<file path="src/rtl/keypad_scan_ctrl.sv">
`default_nettype none
// ============================================================================
// Module   : keypad_scan_ctrl
// Brief    : 4x4 keypad column scanner with press/release debounce, one-hot key out.
// Revision : 1.0 - initial release
// ============================================================================
module keypad_scan_ctrl #(
  parameter int SCAN_DIV        = 16,
  parameter int DEBOUNCE_CYCLES = 32
) (
  input  logic        clk,
  input  logic        reset,
  input  logic [3:0]  rows,
  output logic [3:0]  cols,
  output logic [15:0] key_onehot,
  output logic        key_valid,
  output logic        key_down
);

  typedef enum logic [1:0] {
    S_SCAN     = 2'd0,
    S_DEBOUNCE = 2'd1,
    S_HELD     = 2'd2,
    S_RELEASE  = 2'd3
  } state_t;

  localparam logic [15:0] c_scan_last = 16'(SCAN_DIV - 1);
  localparam logic [15:0] c_deb_last  = 16'(DEBOUNCE_CYCLES - 1);
  localparam logic [3:0]  c_no_rows   = 4'b1111;

  state_t      r_state;
  logic [3:0]  r_sync1;
  logic [3:0]  r_srows;
  logic [1:0]  r_col;
  logic [1:0]  r_row;
  logic [3:0]  r_pat;
  logic [15:0] r_div;
  logic [15:0] r_cnt;

  logic        w_one_low;
  logic [1:0]  w_row_idx;
  logic [1:0]  w_next_col;
  logic [3:0]  w_next_cols;

  // Only a single low row identifies a key unambiguously.
  always_comb begin
    w_one_low = 1'b0;
    w_row_idx = 2'd0;
    case (r_srows)
      4'b1110: begin w_one_low = 1'b1; w_row_idx = 2'd0; end
      4'b1101: begin w_one_low = 1'b1; w_row_idx = 2'd1; end
      4'b1011: begin w_one_low = 1'b1; w_row_idx = 2'd2; end
      4'b0111: begin w_one_low = 1'b1; w_row_idx = 2'd3; end
      default: begin w_one_low = 1'b0; w_row_idx = 2'd0; end
    endcase
  end

  assign w_next_col  = r_col + 2'd1;
  assign w_next_cols = ~(4'b0001 << w_next_col);

  always_ff @(posedge clk) begin
    if (!reset) begin
      r_state    <= S_SCAN;
      r_sync1    <= c_no_rows;
      r_srows    <= c_no_rows;
      r_col      <= 2'd0;
      cols       <= 4'b1110;
      r_row      <= 2'd0;
      r_pat      <= c_no_rows;
      r_div      <= 16'd0;
      r_cnt      <= 16'd0;
      key_onehot <= 16'd0;
      key_valid  <= 1'b0;
      key_down   <= 1'b0;
    end else begin
      r_sync1   <= rows;
      r_srows   <= r_sync1;
      key_valid <= 1'b0;
      case (r_state)
        S_SCAN: begin
          if (r_div == c_scan_last) begin
            r_div <= 16'd0;
            if (w_one_low) begin
              r_row   <= w_row_idx;
              r_pat   <= r_srows;
              r_cnt   <= 16'd0;
              r_state <= S_DEBOUNCE;
            end else begin
              r_col <= w_next_col;
              cols  <= w_next_cols;
            end
          end else begin
            r_div <= r_div + 16'd1;
          end
        end
        S_DEBOUNCE: begin
          if (r_srows == r_pat) begin
            if (r_cnt == c_deb_last) begin
              r_state    <= S_HELD;
              r_cnt      <= 16'd0;
              key_onehot <= 16'd1 << {r_row, r_col};
              key_valid  <= 1'b1;
              key_down   <= 1'b1;
            end else begin
              r_cnt <= r_cnt + 16'd1;
            end
          end else begin
            // A bounce abandons this column; scanning picks up at the next one.
            r_state <= S_SCAN;
            r_cnt   <= 16'd0;
            r_div   <= 16'd0;
            r_col   <= w_next_col;
            cols    <= w_next_cols;
          end
        end
        S_HELD: begin
          if (r_srows == c_no_rows) begin
            r_state <= S_RELEASE;
            r_cnt   <= 16'd0;
          end
        end
        S_RELEASE: begin
          if (r_srows == c_no_rows) begin
            if (r_cnt == c_deb_last) begin
              r_state  <= S_SCAN;
              r_cnt    <= 16'd0;
              r_div    <= 16'd0;
              r_col    <= w_next_col;
              cols     <= w_next_cols;
              key_down <= 1'b0;
            end else begin
              r_cnt <= r_cnt + 16'd1;
            end
          end else begin
            r_state <= S_HELD;
            r_cnt   <= 16'd0;
          end
        end
        default: r_state <= S_SCAN;
      endcase
    end
  end

endmodule
`default_nettype wire

</file>
<file path="config.mk">
export PLATFORM = sky130hd
export DESIGN_NAME = keypad_scan_ctrl
export DESIGN_NICKNAME = d
export VERILOG_FILES = /design/src/rtl/keypad_scan_ctrl.sv
export SDC_FILE = /design/constraint.sdc
export NUM_CORES = 1
export LEC_CHECK = 0
export CELL_PAD_IN_SITES_DETAIL_PLACEMENT = 1
export CELL_PAD_IN_SITES_GLOBAL_PLACEMENT = 2
export CORE_MARGIN = 5
export CORE_UTILIZATION = 39
export DETAILED_ROUTE_END_ITERATION = 7
export DONT_BUFFER_PORTS = 1
export GPL_ROUTABILITY_DRIVEN = 0
export PLACE_DENSITY = 0.87
export SYNTH_ARGS = -nofsm -noshare
export SYNTH_HDL_FRONTEND = slang
export SYNTH_SLANG_ARGS = --single-unit
</file>
<file path="constraint.sdc">
create_clock -name clk -period 2.4 [get_ports clk]
set_clock_uncertainty 0.05 [all_clocks]
set_input_delay 0.48 -clock clk [delete_from_list [all_inputs] [get_ports clk]]
set_output_delay 0.48 -clock clk [all_outputs]
set_load 0.03 [all_outputs]
</file>
==> run_summary.xml <==
<?xml version="1.0" encoding="UTF-8"?>
<metrics>
  <group name="power">
    <metric name="power_switching" unit="mW">0.5085</metric>
    <metric name="totalPowerFinal" unit="mW">2.534</metric>
    <metric name="p_clk_share" unit="%">49.9</metric>
    <metric name="total_leakage_power" unit="nW">1.470</metric>
    <metric name="power.switching_fraction" unit="%">20.07</metric>
    <metric name="power_frac_comb" unit="%">2.2</metric>
    <metric name="pwr-share-seq" unit="%">47.9</metric>
    <metric name="power.internal" unit="mW">2.025</metric>
    <metric name="max-vdd-ir-drop" unit="mV">0.3095</metric>
    <metric name="power_per_cell_area" unit="mW/mm²">648.0</metric>
  </group>
  <group name="detailed_routing">
    <metric name="final_wirelength" unit="mm">8.914</metric>
    <metric name="ant_nets" unit="">0</metric>
    <metric name="num_vias" unit="">3030</metric>
    <metric name="drt_iter0_markers" unit="">108</metric>
    <metric name="wl_cell" unit="µm">17.18</metric>
    <metric name="drtPass1Iterations" unit="">4</metric>
    <metric name="drc_errors" unit="">0</metric>
    <metric name="routed_via_density" unit="">5.838</metric>
  </group>
  <group name="min_path">
    <metric name="whs_path_depth" unit="">1</metric>
    <metric name="hp-class" unit="">input port to register</metric>
  </group>
  <group name="final_layout">
    <metric name="nets" unit="">418</metric>
    <metric name="layout.core_utilization" unit="%">45.05</metric>
    <metric name="layout-drive-gt1-share" unit="%">12.17</metric>
    <metric name="num_antenna_cells" unit="">0</metric>
    <metric name="regArea" unit="mm²">0.001441</metric>
    <metric name="final_cells" unit="">519</metric>
    <metric name="syn_to_final_growth" unit="%">13.18</metric>
    <metric name="combined_area_of_the_multi_input_logic_cells" unit="mm²">0.001868</metric>
    <metric name="fillCellCount" unit="">1045</metric>
  </group>
  <group name="sta">
    <metric name="tightest_slew" unit="ns">0.6638</metric>
    <metric name="timing_hold_violations_final" unit="">0</metric>
    <metric name="relative_slew_margins" unit="%">54.60</metric>
    <metric name="period_needed" unit="ns">2.286</metric>
    <metric name="setup-violations-final" unit="">0</metric>
    <metric name="slew_viol_final" unit="">0</metric>
    <metric name="worst_hold_slack" unit="ns">0.1730</metric>
    <metric name="timing.final.crit_share" unit="%">95.23</metric>
    <metric name="unrepaired_setup_endpoints_after_global_routing" unit="">false</metric>
    <metric name="max_freq" unit="GHz">0.4375</metric>
    <metric name="totalNegativeSetupSlack" unit="ns">0</metric>
  </group>
  <group name="worst_setup_path">
    <metric name="end_kind" unit="">register</metric>
    <metric name="cp_data_arrival_time" unit="ns">2.47</metric>
    <metric name="cp_data_required_time" unit="ns">2.59</metric>
    <metric name="worstSetupStartpointType" unit="">register</metric>
    <metric name="worst-path-max-fanout" unit="">6</metric>
    <metric name="rr_worst_depth" unit="">4</metric>
    <metric name="critPathKind" unit="">register to register</metric>
  </group>
  <group name="global_routing">
    <metric name="grt_remaining_overflow" unit="">0</metric>
    <metric name="groute.usage.overall" unit="%">16.55</metric>
    <metric name="first_pass_grt_wire_length" unit="mm">14.99</metric>
    <metric name="grt_max_degree" unit="">56</metric>
    <metric name="antenna_found_initial" unit="">0</metric>
    <metric name="number_of_global_route_vias_before_repair" unit="">3082</metric>
  </group>
  <group name="yosys">
    <metric name="synth.yosys.warnings" unit="">0</metric>
    <metric name="post-synth-top-area-fraction" unit="%">41.72</metric>
    <metric name="synth.distinct_cells" unit="">52</metric>
    <metric name="ys_ff_latch" unit="">72</metric>
    <metric name="synth-seq-area-share" unit="%">41.72</metric>
    <metric name="synth_edf_count" unit="">0</metric>
    <metric name="syn_avg_cell_area" unit="µm²">8.702</metric>
    <metric name="postSynth.topFlopCell" unit="">sky130_fd_sc_hd__dfxtp_1</metric>
    <metric name="syn_area" unit="mm²">0.003455</metric>
    <metric name="cell_accounting_for_the_most_synthesized_area" unit="">sky130_fd_sc_hd__dfxtp_1</metric>
    <metric name="post_synth_inst_count" unit="">397</metric>
    <metric name="synth_async_sr_flop_share" unit="%">0</metric>
    <metric name="postSynthNetCount" unit="">409</metric>
    <metric name="ys_top_cells_by_area" unit="">sky130_fd_sc_hd__dfxtp_1, sky130_fd_sc_hd__nand2_1, sky130_fd_sc_hd__o2bb2ai_1, sky130_fd_sc_hd__nand3_1, sky130_fd_sc_hd__nand2b_1</metric>
  </group>
  <group name="floorplanning">
    <metric name="floorplan.initialDensity" unit="%">39.81</metric>
    <metric name="die_height" unit="µm">104.1</metric>
    <metric name="placementRows" unit="">34</metric>
    <metric name="core_area" unit="mm²">0.008678</metric>
    <metric name="ioPinCount" unit="">28</metric>
    <metric name="die_x" unit="µm">104.1</metric>
    <metric name="die-area" unit="mm²">0.01084</metric>
  </group>
  <group name="run">
    <metric name="max_cap_viols" unit="">0</metric>
  </group>
  <group name="placement">
    <metric name="dp.final_hpwl" unit="mm">6.480</metric>
    <metric name="numPlacedInstances" unit="">503</metric>
    <metric name="port_buffers" unit="">0</metric>
  </group>
  <group name="cts">
    <metric name="tritoncts.num_buffers" unit="">9</metric>
    <metric name="clk_buf_depth" unit="">2</metric>
    <metric name="post_cts_hold_buffer_count" unit="">0</metric>
    <metric name="numClockSinks" unit="">72</metric>
    <metric name="htree_levels" unit="">3</metric>
    <metric name="tritoncts_clock_tree" unit="">done</metric>
    <metric name="clk-insertion-delay-late" unit="ns">0.35</metric>
    <metric name="cts.reportedPaths.clkPinSlew" unit="ns">0.08</metric>
    <metric name="cts_root_buf" unit="">sky130_fd_sc_hd__clkbuf_8</metric>
    <metric name="cts_setup_buffers" unit="">0</metric>
  </group>
  <group name="run_status">
    <metric name="status" unit="">complete, no violations</metric>
  </group>
</metrics>
==> final timing paths <==
check / start / endpoint / slack, ns
worst max register to register: r_div[11] / cols[2] / 0.11
worst min-delay path: reset / r_pat[2] / 0.17
worst min register to register: r_sync1[0] / r_srows[0] / 0.37
worst max-delay path: r_div[11] / cols[2] / 0.11
==> Yosys cell counts, drive strengths merged, types with 14 or more instances <==
library cell  instances
dfxtp                72
nand2                50
nand3                22
o21ai                21
o2bb2ai              21
nor2                 18
a21oi                16
nand2b               16
nor3                 16
buf                  14
==> critical path: stages, from the launching register on <==
cell and delay [ns]:
sky130_fd_sc_hd__dfxtp_1 0.34, sky130_fd_sc_hd__or4_4 0.58, sky130_fd_sc_hd__o41ai_4 0.40, sky130_fd_sc_hd__and4_1 0.44
sky130_fd_sc_hd__mux2_1 0.36
==> power groups by stage <==
stage	clock network [mW]	logic [mW]	registers (mW)
2_1_floorplan	0	0.0604	1.24
3_3_place_gp	0	0.0549	1.24
3_5_place_dp	0	0.0576	1.24
4_1_cts	1.29	0.0578	1.21
5_1_grt	1.34	0.0626	1.22
6_report	1.26	0.0564	1.21
==> repair_timing <==
action | in CTS | in global routing
setup endpoints to repair | 0 | 1
resized for setup | 0 | 1
endpoints found under the hold margin | 0 | 0
==> routing by layer <==
metal,global-route usage [%],vias up,part of all wire (%)
li1,-,1472,-
met5,0,-,0
met2,27.19,53,48
met4,6.290,0,2.0
met3,3.352,17,3.4
met1,21.33,1488,47
==> placed cells by master, fill, tap and decap left out, types with 3 or more instances in the layout <==
cell type	count
sky130_fd_sc_hd__or4_4	3
sky130_fd_sc_hd__nor4_1	6
sky130_fd_sc_hd__ha_1	6
sky130_fd_sc_hd__and2_1	5
sky130_fd_sc_hd__mux2_1	3
sky130_fd_sc_hd__o2bb2ai_1	21
sky130_fd_sc_hd__or2_2	3
sky130_fd_sc_hd__nand4_1	9
sky130_fd_sc_hd__nand3_1	22
sky130_fd_sc_hd__nor3_1	16
sky130_fd_sc_hd__o21ai_0	17
sky130_fd_sc_hd__or3_1	4
sky130_fd_sc_hd__and4_1	4
sky130_fd_sc_hd__a21oi_1	16
sky130_fd_sc_hd__clkbuf_8	9
sky130_fd_sc_hd__inv_1	7
sky130_fd_sc_hd__o21ai_1	4
sky130_fd_sc_hd__bufinv_16	4
sky130_fd_sc_hd__dfxtp_1	72
sky130_fd_sc_hd__and3_1	8
sky130_fd_sc_hd__buf_4	21
sky130_fd_sc_hd__nand2_1	50
sky130_fd_sc_hd__o211ai_1	8
sky130_fd_sc_hd__o311a_1	3
sky130_fd_sc_hd__nor2_1	18
sky130_fd_sc_hd__nand2b_1	16
sky130_fd_sc_hd__xnor2_1	8
sky130_fd_sc_hd__mux2i_1	7
sky130_fd_sc_hd__xor2_1	4
sky130_fd_sc_hd__a31oi_1	10
==> final cells by class <==
class	instances	share of cell area (%)
Tap cell	108	3.456
Sequential cell	72	36.86
Multi-Input combinational cell	293	47.78
Timing Repair Buffer	22	4.320
Clock buffer	9	3.168
Inverter	8	0.7680
Clock inverter	7	3.648
==> cell families (layout without fill, tap and decap cells) <==
| logic type | count (synthesis) | in the layout | synth area share, % |
|---|---|---|---|
| multiplexers | 10 | 10 | 3.006 |
| XOR/XNOR | 12 | 12 | 3.042 |
| buffers and inverters | 32 | 46 | 4.201 |
| AND/OR/NAND/NOR | 170 | 170 | 26.11 |
| AO/OA/AOI/OAI | 95 | 95 | 19.74 |
| flip-flops | 72 | 72 | 41.72 |
| adder cells (fa/ha/maj) | 6 | 6 | 2.173 |
==> stage by stage <==
stage	cell area (µm²)	setup WS [ns]
final	3910	0.1145
after global routing	3910	0.01795
after CTS	3906	0.1017
after detailed placement	3640	0.1194
after global placement	3640	0.1754
after floorplan	3455	0.2815
==> state kept, by name, indices dropped and copies added (netlist names), 4 cells and up <==
register and cells:
r_pat 4, cols 4, r_sync1 4, r_srows 4, key_onehot 16, r_cnt 16
r_div 16
Power figures use the tool's default switching activity.
